<file path="config.mk">
export PLATFORM = sky130hd
export DESIGN_NAME = omux_arbiter
export DESIGN_NICKNAME = d
export VERILOG_FILES = /design/src/rtl/omux_arbiter.sv
export SDC_FILE = /design/constraint.sdc
export NUM_CORES = 1
export LEC_CHECK = 0
export BUFFER_PORTS_ARGS = -buffer_cell sky130_fd_sc_hd__buf_2
export CAP_MARGIN = 5
export CELL_PAD_IN_SITES_DETAIL_PLACEMENT = 1
export CELL_PAD_IN_SITES_GLOBAL_PLACEMENT = 2
export CORE_UTILIZATION = 21
export CTS_CLUSTER_DIAMETER = 120
export CTS_CLUSTER_SIZE = 10
export DETAILED_ROUTE_END_ITERATION = 8
export PLACE_DENSITY = 0.83
export SYNTH_ARGS = -nofsm -noshare
export SYNTH_HDL_FRONTEND = slang
export SYNTH_SLANG_ARGS = --single-unit
</file>
<file path="constraint.sdc">
create_clock -name clk_i -period 1.6 [get_ports clk_i]
set_input_delay 0.48 -clock clk_i [delete_from_list [all_inputs] [get_ports clk_i]]
set_output_delay 0.48 -clock clk_i [all_outputs]
set_load 0.02 [all_outputs]
</file>
<file path="src/rtl/omux_arbiter.sv">
// Round-robin arbiter sharing the host TX byte path between N FWFT byte sources.
// Grants are burst-limited to MAX_BURST bytes and separated by at least one idle cycle.
module omux_arbiter #(
  parameter int N         = 4,
  parameter int SELW      = 2,
  parameter int MAX_BURST = 64
) (
  input  logic              clk_i,
  input  logic              nreset_i,
  input  logic [N-1:0]      req_i,
  input  logic [8*N-1:0]    data_i,
  output logic [N-1:0]      ack_o,
  input  logic [N-1:0]      enable_i,
  input  logic              tx_ready_i,
  output logic              tx_valid_o,
  output logic [7:0]        tx_data_o,
  output logic [SELW-1:0]   sel_o,
  output logic              busy_o,
  output logic [7:0]        grant_count_o
);

  typedef enum logic {
    IDLE  = 1'b0,
    GRANT = 1'b1
  } state_t;

  state_t          state_q, state_d;
  logic [SELW-1:0] sel_q, sel_d;
  logic [SELW-1:0] last_q, last_d;
  logic [7:0]      count_q, count_d;
  logic            busy_q, busy_d;

  logic [N-1:0]    elig;
  logic [SELW-1:0] winner;
  logic            found;
  logic            sel_elig;
  logic            xfer;
  logic            burst_end;

  assign elig = req_i & enable_i;

  // Cyclic search starting just after the previous owner, so it ends up lowest priority.
  always_comb begin : rr_search
    logic [5:0] cand;
    winner = '0;
    found  = 1'b0;
    cand   = '0;
    for (int k = 1; k <= N; k++) begin
      cand = 6'(last_q) + 6'(k);
      if (cand >= 6'(N)) cand = cand - 6'(N);
      if (!found && elig[cand[SELW-1:0]]) begin
        found  = 1'b1;
        winner = cand[SELW-1:0];
      end
    end
  end

  assign sel_elig   = elig[sel_q];
  assign tx_valid_o = (state_q == GRANT) && sel_elig;
  assign tx_data_o  = data_i[8*sel_q +: 8];
  assign xfer       = tx_valid_o && tx_ready_i;
  assign burst_end  = xfer && (count_q == 8'(MAX_BURST - 1));

  generate
    for (genvar gi = 0; gi < N; gi++) begin : g_ack
      assign ack_o[gi] = xfer && (sel_q == SELW'(gi));
    end
  endgenerate

  always_comb begin
    state_d = state_q;
    sel_d   = sel_q;
    last_d  = last_q;
    count_d = count_q;
    busy_d  = busy_q;
    unique case (state_q)
      IDLE: begin
        if (found) begin
          state_d = GRANT;
          sel_d   = winner;
          last_d  = winner;
          count_d = 8'd0;
          busy_d  = 1'b1;
        end
      end
      GRANT: begin
        if (xfer) count_d = count_q + 8'd1;
        // Dropped request or enable shows up as sel_elig low.
        if (!sel_elig || burst_end) begin
          state_d = IDLE;
          busy_d  = 1'b0;
        end
      end
      default: begin
        state_d = IDLE;
        busy_d  = 1'b0;
      end
    endcase
  end

  always_ff @(posedge clk_i or negedge nreset_i) begin
    if (!nreset_i) begin
      state_q <= IDLE;
      sel_q   <= '0;
      last_q  <= SELW'(N - 1);
      count_q <= 8'd0;
      busy_q  <= 1'b0;
    end else begin
      state_q <= state_d;
      sel_q   <= sel_d;
      last_q  <= last_d;
      count_q <= count_d;
      busy_q  <= busy_d;
    end
  end

  assign sel_o         = sel_q;
  assign busy_o        = busy_q;
  assign grant_count_o = count_q;

endmodule

</file>
=== Word level (Yosys, flattened, before mapping) ===
Cells that the tools add are included.

* Shifts and indexed selects: 1
* $add $sub $neg: 9
* Order comparisons: 9
* Reduce and logical (&&, ||, !) cells: 19
* Equality and inequality tests: 7
* Muxes and demuxes: 31
* Bitwise operators: 2

{| class="wikitable"
|+ Operator list
! cell !! count
|-
| $shiftx A32 B6 Y8 || 1
|-
| $mux W2 || 8
|-
| $mux W8 || 2
|-
| $pmux W8 S2 || 1
|-
| $lt A2 B3 Y1 const B || 5
|-
| $mux W1 || 13
|-
| $bmux W1 S2 || 5
|-
| $logic_and A1 B1 Y1 || 10
|-
| $ge A3 B3 Y1 const B || 3
|-
| $add A8 B1 Y8 const B || 1
|-
| $eq A8 B6 Y1 const B || 1
|-
| $sub A2 B1 Y2 const B || 4
|-
| $add A2 B2 Y3 const B || 2
|-
| $reduce_and A2 Y1 || 3
|-
| $add A2 B3 Y4 const B || 1
|-
| $and A4 B4 Y4 || 1
|-
| $eq A2 B2 Y1 const B || 2
|-
| $ge A4 B3 Y1 const B || 1
|-
| $logic_not A1 Y1 || 4
|-
| $ne A2 B1 Y1 const B || 2
|-
| $pmux W1 S2 || 2
|-
| $add A2 B1 Y3 const B || 1
|-
| $eq A2 B1 Y1 const B || 1
|-
| $logic_not A2 Y1 || 1
|-
| 3 further kinds || 3
|}

* Logic and storage cells: 83
* Register bits: 14

=== Depth between registers and ports, before layout ===
* Depth after elaboration: 17
* Gate-level depth with buffers: 5
* Depth with buffers taken out: 4

=== Worst setup path after synthesis ===
OpenSTA, ideal clock, no wires.

* Path kind: reg2out
* Start: register sel_q[0], in the netlist sel_o[0]
* End: output port ack_o[2]
* Data required time: 1.120 ns
* Path slack: -0.655 ns
* Data arrival time: 1.775 ns
* Stages on the path, launching flop included: 6
* Path through: dfrtp_1 > buf_4 > nand4b_1 > nand4_1 > nand3_1 > nor3b_1

* Cells in the longest elaborated chain, start to end: 5
* Elaborated cells on any way between the ends: 6
* Those cells by class: 1 x eq/ne; 2 x mux; 3 x reduce/logical

{| class="wikitable"
|+ RTL lines
! what !! RTL line !! source
|-
| from (decl) || 28 || <nowiki>logic [SELW-1:0] sel_q, sel_d;</nowiki>
|-
| from (signal assigned) || 110 || <nowiki>sel_q <= sel_d;</nowiki>
|-
| $bmux W1 S2 || 58 || <nowiki>assign sel_elig = elig[sel_q];</nowiki>
|-
| $mux W1 (not written as such) || 58 ||
|-
| $logic_and A1 B1 Y1 || 59 || <nowiki>assign tx_valid_o = (state_q == GRANT) && sel_elig;</nowiki>
|-
| $logic_and A1 B1 Y1 || 61 || <nowiki>assign xfer = tx_valid_o && tx_ready_i;</nowiki>
|-
| $logic_and A1 B1 Y1 * || 66 || <nowiki>assign ack_o[gi] = xfer && (sel_q == SELW'(gi));</nowiki>
|-
| to (decl) || 12 || <nowiki>output logic [N-1:0] ack_o,</nowiki>
|}

Mark *: on every way between the ends. The rest lies on a longest branch, timed or not. The select of a mux whose other input is x is not followed.

=== Final worst setup path ===
* Start: register sel_q[0], in the netlist sel_o[0]
* End: output port tx_data_o[4]

* Cells in the longest elaborated chain, start to end: 1

{| class="wikitable"
|+ RTL lines
! what !! RTL line !! source
|-
| $shiftx A32 B6 Y8 || 60 || <nowiki>assign tx_data_o = data_i[8*sel_q +: 8];</nowiki>
|-
| to (decl) || 16 || <nowiki>output logic [7:0] tx_data_o,</nowiki>
|}

No other way between the ends.

==> flow_summary.ini <==
[clock_network]
cts_tree = yes
clock_latency_ps = 250
cts_buffer_depth = 2
cts-buffers-inserted = 3
hold_buffers = 0
cts_sinks = 14
h-tree-depth = 1
clk_pin_slew_ps = 60
clockRootBuffer = clkbuf_8

[timing]
finalHoldViolCount = 0
fmax_mhz = 466
post-route-min-period_ps = 2150
grt_setup_unrepaired = yes
fin_setup_tns_ps = -6870
maxSlewHeadroom_pct = 75.5
worst_slack_ps = -546
period_share_pct = 134
drv_slew = 0
worst_clock_skew_ps = 0.731
setup_viol = 16
worst_slew_pin_slew_ps = 367

[global_route]
grt_max_degree = 15
grt_pass1_wl_mm = 6.10
grt_pass1_vias = 1291
gr-usage-met2_pct = 27.0
antenna_found_initial = 0
use_met3_pct = 3.84
top_usage_layer = met2
overflow = 0
grt_use_met1_pct = 17.3
grt_use_total_pct = 14.7

[outcome]
outcome = finished with violations
violations = negative setup slack

[final_layout]
final_common_cell = buf_2
post-route-util_pct = 39.9
fin_cells = 261
final_cell_mix = buf_2, buf_4, nand2_1
fin_area_um2 = 1940
num_antenna_cells = 0
drive_above_1_share_pct = 63.9
final_nets = 239
area_growth_pct = 78.8

[routing]
drc_errors = 0
routed_via_density = 4.87
drt_pass1_iterations = 4
routedWlPerCell_um = 15.7
ant_nets = 0
drt_iter0_markers = 33
dr_total_vias = 1272
routed_wl_mm = 4.09

[placement]
portBuffers = 66
place_inst = 250
pre_cts_ws_ps = -384
place_congestion = 0.705
place_hpwl_mm = 2.99
place_area_um2 = 1680

[synth]
syn_inst = 103
ys_ff_latch = 14
ys_seq_area_share_pct = 32.6
yosysUniqueCellTypes = 42
yosysWarningCount = 0
syn-num-nets = 147
netlist_area_um2 = 1080
syn_area_per_cell_um2 = 10.5

[critical_path]
crit_slowest_cell = dfrtp_2
crit_path_cell_trace = buf_4 > buf_6 > clkbuf_16 > mux4_2 > buf_2
path_class = reg2out
r2r_slack_ps = -170
critical-path-max-stage-delay_ps = 430
worstPathRequired_ps = 1120
setup.worst_path.end_class = output pin
arrival_ps = 1670
worstPathMaxFanout = 5
critPathLaunchType = register

[floorplan]
die_y_um = 73.8
num_rows = 25
fp.dieArea_um2 = 5450
ios = 67
initial_core_util_pct = 22.3
core_region_area_um2 = 4850
die_x_um = 73.8

[pwr]
leakagePower_nw = 0.947
ir_worst_vdd_mv = 0.603
p_per_area_nw_per_um2 = 1500

[worst_hold_path]
hp-class = in2async

[flow_run]
max_cap_viol_count = 0
==> metal layers <==
metal  vias to the layer above  routed length, µm
met3                         0                375
met2                        59               2080
met5                         -                  0
li1                        590                  -
met1                       623               1630
met4                         0                  0
==> power by group <==
group	total (W)	internal [W]	switching, W
Sequential	0.000588	0.000474	0.000114
Clock	0.000351	0.000218	0.000133
Combinational	0.00197	0.000986	0.000984
Total	0.00291	0.00168	0.00123
==> area by class of cell <==
| cell class | count | area [µm²] |
|---|---|---|
| clock buffers | 4 | 55.1 |
| fillers | 564 | 2910 |
| inverters | 6 | 22.5 |
| multi-input cells | 77 | 782 |
| flip-flops and latches | 14 | 355 |
| well taps | 67 | 83.8 |
| repair buffers | 93 | 638 |
==> metrics by stage <==
stage | total power, W | hold WS [ps]
2_1_floorplan | 0.00165 | 184
3_3_place_gp | 0.00216 | 397
3_5_place_dp | 0.00219 | 401
4_1_cts | 0.00275 | 133
5_1_grt | 0.00308 | 143
6_report | 0.00291 | 140
==> path summary, 6_finish.rpt <==
| check | start | to | cells past startpoint |
|---|---|---|---|
| worst max-delay path | sel_o[0] | tx_data_o[4] | 5 |
| max in group asynchronous | nreset_i | last_q[0] | 1 |
| min in group clk_i | last_q[1] | last_q[1] | 2 |
| worst max register to register | sel_o[0] | grant_count_o[4] | 5 |
| worst min register to register | last_q[1] | last_q[1] | 2 |
| worst min-delay path | nreset_i | grant_count_o[6] | 1 |
==> synthesized netlist by cell type (all sizes together) <==
cell     number  area share, %
nand2        13            4.5
buf           3            2.2
nand2b        1           0.58
dfrtp        12             28
a41o          1           0.92
nand4b        3            2.4
nor2          3            1.0
nand4         7            4.0
mux2i         4            3.7
nor3b         2            1.4
nand3         3            1.4
maj3          2            1.8
o21ai         3            1.4
inv           6            2.1
or4           1            1.0
mux4          8             17
o41ai         2            1.6
and4          3            2.7
o31ai         1           0.69
nand4bb       1            2.5
a221o         1           0.92
o211ai        1           0.69
xnor2         1           0.81
a21oi         2           0.92
nor2b         2            1.2
a2bb2oi       1           0.81
clkbuf        3            1.0
nor3          1           0.46
dfstp         2            4.8
and4b         1           0.92
a41oi         1           0.81
a221oi        1           0.81
o311ai        2            1.6
a21o          3            2.1
and3          1           0.58
ha            1            1.2
==> registers in the layout (all words and copies together) (netlist names) <==
name	cells
last_q	2
grant_count_o	8
busy_o	1
state_q	1
sel_o	2
==> repair_timing <==
action / in CTS / in global routing
gates cloned: 0 / 1
pin swaps: 8 / 3
endpoints found under the setup margin: 17 / 25
setup buffers: 6 / 3
resized for setup: 20 / 12
==> cell families after synthesis <==
| kind of cell | share of synthesized area (%) |
|---|---|
| xor gates and xnor gates | 0.808 |
| muxes | 20.3 |
| AOI/OAI and AO/OA | 13.3 |
| DFF | 32.6 |
| adders and majority gates | 3.00 |
| and+or+nand+nor | 24.7 |
| buffers and inverters | 5.31 |
==> worst max-delay path: cells and delay by family (launching register included) <==
family	cells	cell delay (ps)
DFF	1	430
muxes	1	400
buffers and inverters	4	580
No activity file was read; power rests on OpenSTA's default activity.
